[src/rtl/imem_loader.sv]
// ============================================================================
//  imem_loader : fills the instruction memory from a framed byte stream and
//                holds the CPU in reset until the image is complete.
//  Revision    : 1.0
// ============================================================================
`default_nettype none

module imem_loader #(
  parameter int ADDR_W  = 10,
  parameter int TIMEOUT = 1024
) (
  input  logic              clock,
  input  logic              reset,
  input  logic [7:0]        rx_data,
  input  logic              rx_valid,
  output logic              rx_ready,
  input  logic              load_start,
  output logic              mem_we,
  output logic [ADDR_W-1:0] mem_addr,
  output logic [31:0]       mem_din,
  output logic              cpu_hold,
  output logic              load_done,
  output logic              load_error
);

  localparam int                IDLE_W   = $clog2(TIMEOUT + 1);
  localparam logic [16:0]       DEPTH    = 17'(2 ** ADDR_W);
  localparam logic [IDLE_W-1:0] IDLE_MAX = IDLE_W'(TIMEOUT);

  typedef enum logic [2:0] {
    S_HDR_HI = 3'd0,
    S_HDR_LO = 3'd1,
    S_DATA   = 3'd2,
    S_DONE   = 3'd3,
    S_ERR    = 3'd4
  } state_t;

  state_t            state_q, state_d;
  logic [15:0]       cnt_q, cnt_d;
  logic [ADDR_W:0]   word_idx_q, word_idx_d;
  logic [1:0]        byte_idx_q, byte_idx_d;
  logic [23:0]       asm_q, asm_d;
  logic [IDLE_W-1:0] idle_q, idle_d;
  logic              mem_we_q, mem_we_d;
  logic [ADDR_W-1:0] mem_addr_q, mem_addr_d;
  logic [31:0]       mem_din_q, mem_din_d;
  logic              rx_ready_q, rx_ready_d;
  logic              cpu_hold_q, cpu_hold_d;
  logic              load_done_q, load_done_d;
  logic              load_error_q, load_error_d;

  logic              accept;
  logic [15:0]       hdr_n;
  logic [16:0]       next_word;
  logic [IDLE_W-1:0] idle_inc;

  assign accept    = rx_valid && rx_ready_q;
  assign hdr_n     = {cnt_q[15:8], rx_data};
  assign next_word = 17'(word_idx_q) + 17'd1;
  assign idle_inc  = idle_q + 1'b1;

  always_comb begin
    state_d    = state_q;
    cnt_d      = cnt_q;
    word_idx_d = word_idx_q;
    byte_idx_d = byte_idx_q;
    asm_d      = asm_q;
    idle_d     = idle_q;
    mem_we_d   = 1'b0;
    mem_addr_d = mem_addr_q;
    mem_din_d  = mem_din_q;

    case (state_q)
      S_HDR_HI: begin
        idle_d = '0;
        if (accept) begin
          cnt_d[15:8] = rx_data;
          state_d     = S_HDR_LO;
        end
      end

      S_HDR_LO: begin
        if (accept) begin
          idle_d     = '0;
          cnt_d[7:0] = rx_data;
          if (hdr_n == 16'd0) begin
            state_d = S_DONE;
          end else if ({1'b0, hdr_n} > DEPTH) begin
            state_d = S_ERR;
          end else begin
            state_d    = S_DATA;
            word_idx_d = '0;
            byte_idx_d = '0;
          end
        end else if (idle_inc == IDLE_MAX) begin
          idle_d  = '0;
          state_d = S_ERR;
        end else begin
          idle_d = idle_inc;
        end
      end

      S_DATA: begin
        if (accept) begin
          idle_d     = '0;
          byte_idx_d = byte_idx_q + 2'd1;
          asm_d      = {asm_q[15:0], rx_data};
          if (byte_idx_q == 2'd3) begin
            mem_we_d   = 1'b1;
            mem_addr_d = word_idx_q[ADDR_W-1:0];
            mem_din_d  = {asm_q, rx_data};
            word_idx_d = word_idx_q + 1'b1;
            // DONE is entered in the same cycle the final write is presented.
            if (next_word == {1'b0, cnt_q}) begin
              state_d = S_DONE;
            end
          end
        end else if (idle_inc == IDLE_MAX) begin
          idle_d  = '0;
          state_d = S_ERR;
        end else begin
          idle_d = idle_inc;
        end
      end

      S_DONE, S_ERR: begin
        if (load_start) begin
          state_d    = S_HDR_HI;
          word_idx_d = '0;
          byte_idx_d = '0;
          idle_d     = '0;
        end
      end

      default: begin
        state_d = S_HDR_HI;
      end
    endcase

    rx_ready_d   = (state_d == S_HDR_HI) || (state_d == S_HDR_LO) || (state_d == S_DATA);
    cpu_hold_d   = (state_d != S_DONE);
    load_done_d  = (state_d == S_DONE);
    load_error_d = (state_d == S_ERR);
  end

  always_ff @(posedge clock) begin
    if (!reset) begin
      state_q      <= S_HDR_HI;
      cnt_q        <= '0;
      word_idx_q   <= '0;
      byte_idx_q   <= '0;
      asm_q        <= '0;
      idle_q       <= '0;
      mem_we_q     <= 1'b0;
      mem_addr_q   <= '0;
      mem_din_q    <= '0;
      rx_ready_q   <= 1'b0;
      cpu_hold_q   <= 1'b1;
      load_done_q  <= 1'b0;
      load_error_q <= 1'b0;
    end else begin
      state_q      <= state_d;
      cnt_q        <= cnt_d;
      word_idx_q   <= word_idx_d;
      byte_idx_q   <= byte_idx_d;
      asm_q        <= asm_d;
      idle_q       <= idle_d;
      mem_we_q     <= mem_we_d;
      mem_addr_q   <= mem_addr_d;
      mem_din_q    <= mem_din_d;
      rx_ready_q   <= rx_ready_d;
      cpu_hold_q   <= cpu_hold_d;
      load_done_q  <= load_done_d;
      load_error_q <= load_error_d;
    end
  end

  assign rx_ready   = rx_ready_q;
  assign mem_we     = mem_we_q;
  assign mem_addr   = mem_addr_q;
  assign mem_din    = mem_din_q;
  assign cpu_hold   = cpu_hold_q;
  assign load_done  = load_done_q;
  assign load_error = load_error_q;

endmodule

`default_nettype wire

[config.mk]
export PLATFORM = sky130hd
export DESIGN_NAME = imem_loader
export DESIGN_NICKNAME = d
export VERILOG_FILES = /design/src/rtl/imem_loader.sv
export SDC_FILE = /design/constraint.sdc
export NUM_CORES = 1
export LEC_CHECK = 0
export ABC_AREA = 1
export BUFFER_PORTS_ARGS = -buffer_cell sky130_fd_sc_hd__buf_2
export CORE_MARGIN = 2
export CORE_UTILIZATION = 37
export CTS_BUF_LIST = sky130_fd_sc_hd__clkbuf_16
export CTS_CLUSTER_DIAMETER = 80
export DETAILED_ROUTE_END_ITERATION = 8
export GPL_TIMING_DRIVEN = 0
export PLACE_DENSITY = 0.56
export SYNTH_ARGS = -nofsm -noshare
export SYNTH_HDL_FRONTEND = slang
export SYNTH_SLANG_ARGS = --single-unit
[constraint.sdc]
create_clock -name clock -period 1.89 [get_ports clock]
set_input_delay 0.378 -clock clock [delete_from_list [all_inputs] [get_ports clock]]
set_output_delay 0.378 -clock clock [all_outputs]
set_load 0.03 [all_outputs]
==> impl_metrics.tcl <==
set metrics [dict create \
    vdd_drop_max_mv 0.676 \
    post-place-ws_ns -0.264 \
    ys_seq_elements 114 \
    report.final.slew_viol_count 0 \
    rsz0062_at_grt "true" \
    worst_ep_required_time_ns 2.20 \
    synth_compound_area_frac 0.167 \
    crit_path_cell_trace "ha_4 > nand2_4 > nor2_4 > nand2_2 > nand3_2 > nand2_2 > inv_2 > nand2_2 > nor2_2 > nand2_1 > nor2_1 > nand2_1 > nand2_1 > nand2_2 > nor2_4 > inv_2" \
    viasPerCell 4.96 \
    synth_cell_types 29 \
    crit_slowest_cell "dfxtp_4" \
    route.final.wire_length_um 14000 \
    wl_met3_um 648 \
    cts_made_buffers 17 \
    final_core_util 0.486 \
    gr-total-overflow 0 \
    root_buffer "clkbuf_16" \
    mostFrequentLayoutCells "119 x nand2_1, 114 x nor2_1, 103 x dfxtp_1" \
    grt.total_usage 0.198 \
    clkPwrFrac 0.541 \
    slowest_delay_ns 0.37 \
    core_area_um2 13200 \
    crit_fanout 4 \
    period_needed_ns 1.82 \
    status "finished clean" \
    yosys_warnings 0 \
    start_kind "flip-flop" \
    pwr-share-seq 0.392 \
    fp.dieH_um 120 \
    grt_pass1_vias 4612 \
    synth_adder_area_share 0.00751 \
    p_sw_w 0.00149 \
    worst-path-buf-inv 2 \
    final.setup.tns_ns 0 \
    die-area_um2 14500 \
    drt_iter0_drc 276 \
    synth_cells 716 \
    synth_top_family_by_area "simple AND/OR/NAND/NOR gates" \
    area_growth_pct 28.8 \
    setup_violations 0 \
    synth-simple-area-share 0.290 \
    die_x_um 120 \
    final_common_cell "nand2_1" \
    p_int_w 0.00491 \
    cellPowerDensity_nw_per_um2 994 \
    synth_xor_xnor_area_share 0.00350 \
    row_count 42 \
    h-tree-depth 4 \
    slew_headroom 0.536 \
    regArea_um2 2310 \
    hold_class "primary input to flip-flop" \
    crit_cells 16 \
    diodes 0 \
    dr.max_layer_used "met4" \
    syn_area_um2 5000 \
    fillers 1350 \
    ys_top_cells_by_area "dfxtp_1 46%, nand2_1 9.6%, nor2_1 8.9%, o21ai_0 8.1%, a21oi_1 6.3%" \
    cp_common_cell "nand2_2" \
    hold_slack_ns 0.257 \
    dp_hpwl_um 10000 \
    vias 4924 \
    crit_type "flip-flop to flip-flop" \
    cts_sinks 114 \
    multiInputGateArea_um2 2510 \
    drive_gt1_frac 0.217 \
    clk_pin_slew_ns 0.06 \
    tightest_slew_ns 0.696 \
    route.met2.wl_um 6510 \
    pwr-share-comb 0.067 \
    drtPass1Iterations 5 \
    clock_latency_ns 0.42 \
    r2r_cells 16 \
    maxCapViolations 0 \
    start_util 0.377 \
    cts_buffer_depth 2 \
    async_flop_share 0 \
    synth-main-ff-cell "dfxtp_1" \
    p_sw_frac 0.232 \
    ys_seq_area_frac 0.457 \
    avgRoutedWirePerCell_um 14.1 \
    fmax_mhz 549 \
    p_leak_nw 2.78 \
    crit_path_end_kind "flip-flop" \
    avgSynthCellArea_um2 6.98 \
    hold_violations 0 \
    setup_ws_ns 0.0686 \
    ios 59 \
    crit_arrival_ns 2.13 \
    fin_nets 818 \
    cts_tree "done" \
    io_buffers 58 \
    drtAntennaViolNets 0 \
    synth_fp_nets 731 \
    finalClockSkew_ns 0.00756 \
    synth_mux_area_frac 0 \
    synth_top_area_share 0.457 \
    grt_pass1_wl_um 22400 \
    min_path_cells 3 \
    postCtsHoldBufs 0 \
    crit_family "simple AND/OR/NAND/NOR gates" \
    synth_edf_count 0 \
    met1_length_um 6620 \
    final_cell_area_um2 6440 \
    yosysTopAreaCell "dfxtp_1" \
    gp_congestion 0.836 \
    place_area_um2 5510 \
    drc 0 \
    grt_max_degree 17 \
    antenna_found_initial 0 \
    period_share 0.964 \
]
==> per-layer routing <==
layer	GRT usage	vias up
met4	0.0669	0
met1	0.257	2286
met2	0.317	123
met3	0.0547	17
li1	-	2498
met5	0	-
==> through the flow <==
step,total power [W],cells
floorplan,0.00281,716
global placement,0.00293,950
detailed placement,0.00294,950
CTS,0.00641,982
global route,0.00662,992
finish,0.00640,992
==> power groups by stage <==
stage | Sequential, W | Clock [W] | Combinational (W)
after floorplan | 0.00255 | 0 | 0.000263
after global placement | 0.00255 | 0 | 0.000381
after detailed placement | 0.00255 | 0 | 0.000383
after CTS | 0.00250 | 0.00352 | 0.000392
after global routing | 0.00252 | 0.00363 | 0.000471
final | 0.00251 | 0.00346 | 0.000427
==> cells by family (layout without fill, tap and decap cells) <==
group,count (synthesis),after routing
AO/OA/AOI/OAI,163,163
XOR/XNOR,2,2
AND/OR/NAND/NOR,334,334
flip-flops,114,114
adder cells (fa/ha/maj),3,3
buffers and inverters,100,200
==> sequential cells by signal, indices dropped and copies added, names as in the netlist <==
signal / flops
asm_q: 24
cnt_q: 16
load_error: 1
mem_addr: 10
mem_din: 32
cpu_hold: 1
mem_we: 1
idle_q: 11
word_idx_q: 11
byte_idx_q: 2
rx_ready: 1
load_done: 1
state_q: 3
==> synthesized netlist by cell type (all sizes together) (3+ instances only) <==
cell / instances
nand4: 3
nor2: 134
nand3: 51
inv: 70
buf: 4
a211oi: 3
nor3: 5
nand3b: 4
o21ai: 92
a21oi: 63
ha: 3
nand2: 137
dfxtp: 114
clkbuf: 24
==> path summary, 6_finish.rpt <==
| check | startpoint | end | slack [ns] |
|---|---|---|---|
| max | word_idx_q[0]$_SDFFE_PN0P_ | cpu_hold$_SDFF_PN1_ | 0.07 |
| min | rx_data[5] | mem_din[5]$_SDFFE_PN0P_ | 0.26 |
| max reg2reg | word_idx_q[0]$_SDFFE_PN0P_ | cpu_hold$_SDFF_PN1_ | 0.07 |
| min reg2reg | byte_idx_q[1]$_SDFFE_PN0P_ | byte_idx_q[1]$_SDFFE_PN0P_ | 0.47 |
==> layout make-up <==
cell class                      count  share of cell area
Timing Repair Buffer               68              0.0567
Buffer                             28              0.0175
Clock inverter                     15              0.0334
Sequential cell                   114               0.359
Tap cell                          176              0.0342
Inverter                           72              0.0427
Multi-Input combinational cell    502               0.391
Clock buffer                       17              0.0661
==> worst reg2reg max path: stages (launching register included) <==
cell and delay, ns:
dfxtp_4 0.37, ha_4 0.18, nand2_4 0.07, nor2_4 0.14, nand2_2 0.08, nand3_2 0.07
nand2_2 0.06, inv_2 0.05, nand2_2 0.04, nor2_2 0.11, nand2_1 0.06, nor2_1 0.11
nand2_1 0.08, nand2_1 0.08, nand2_2 0.08, nor2_4 0.11, inv_2 0.03
==> repair_timing <==
action | 4_1_cts | 5_1_grt
resized for setup | 13 | 55
setup buffers | 0 | 10
setup endpoints to repair | 5 | 54
pin swaps | 2 | 23
Power figures use the tool's default switching activity.
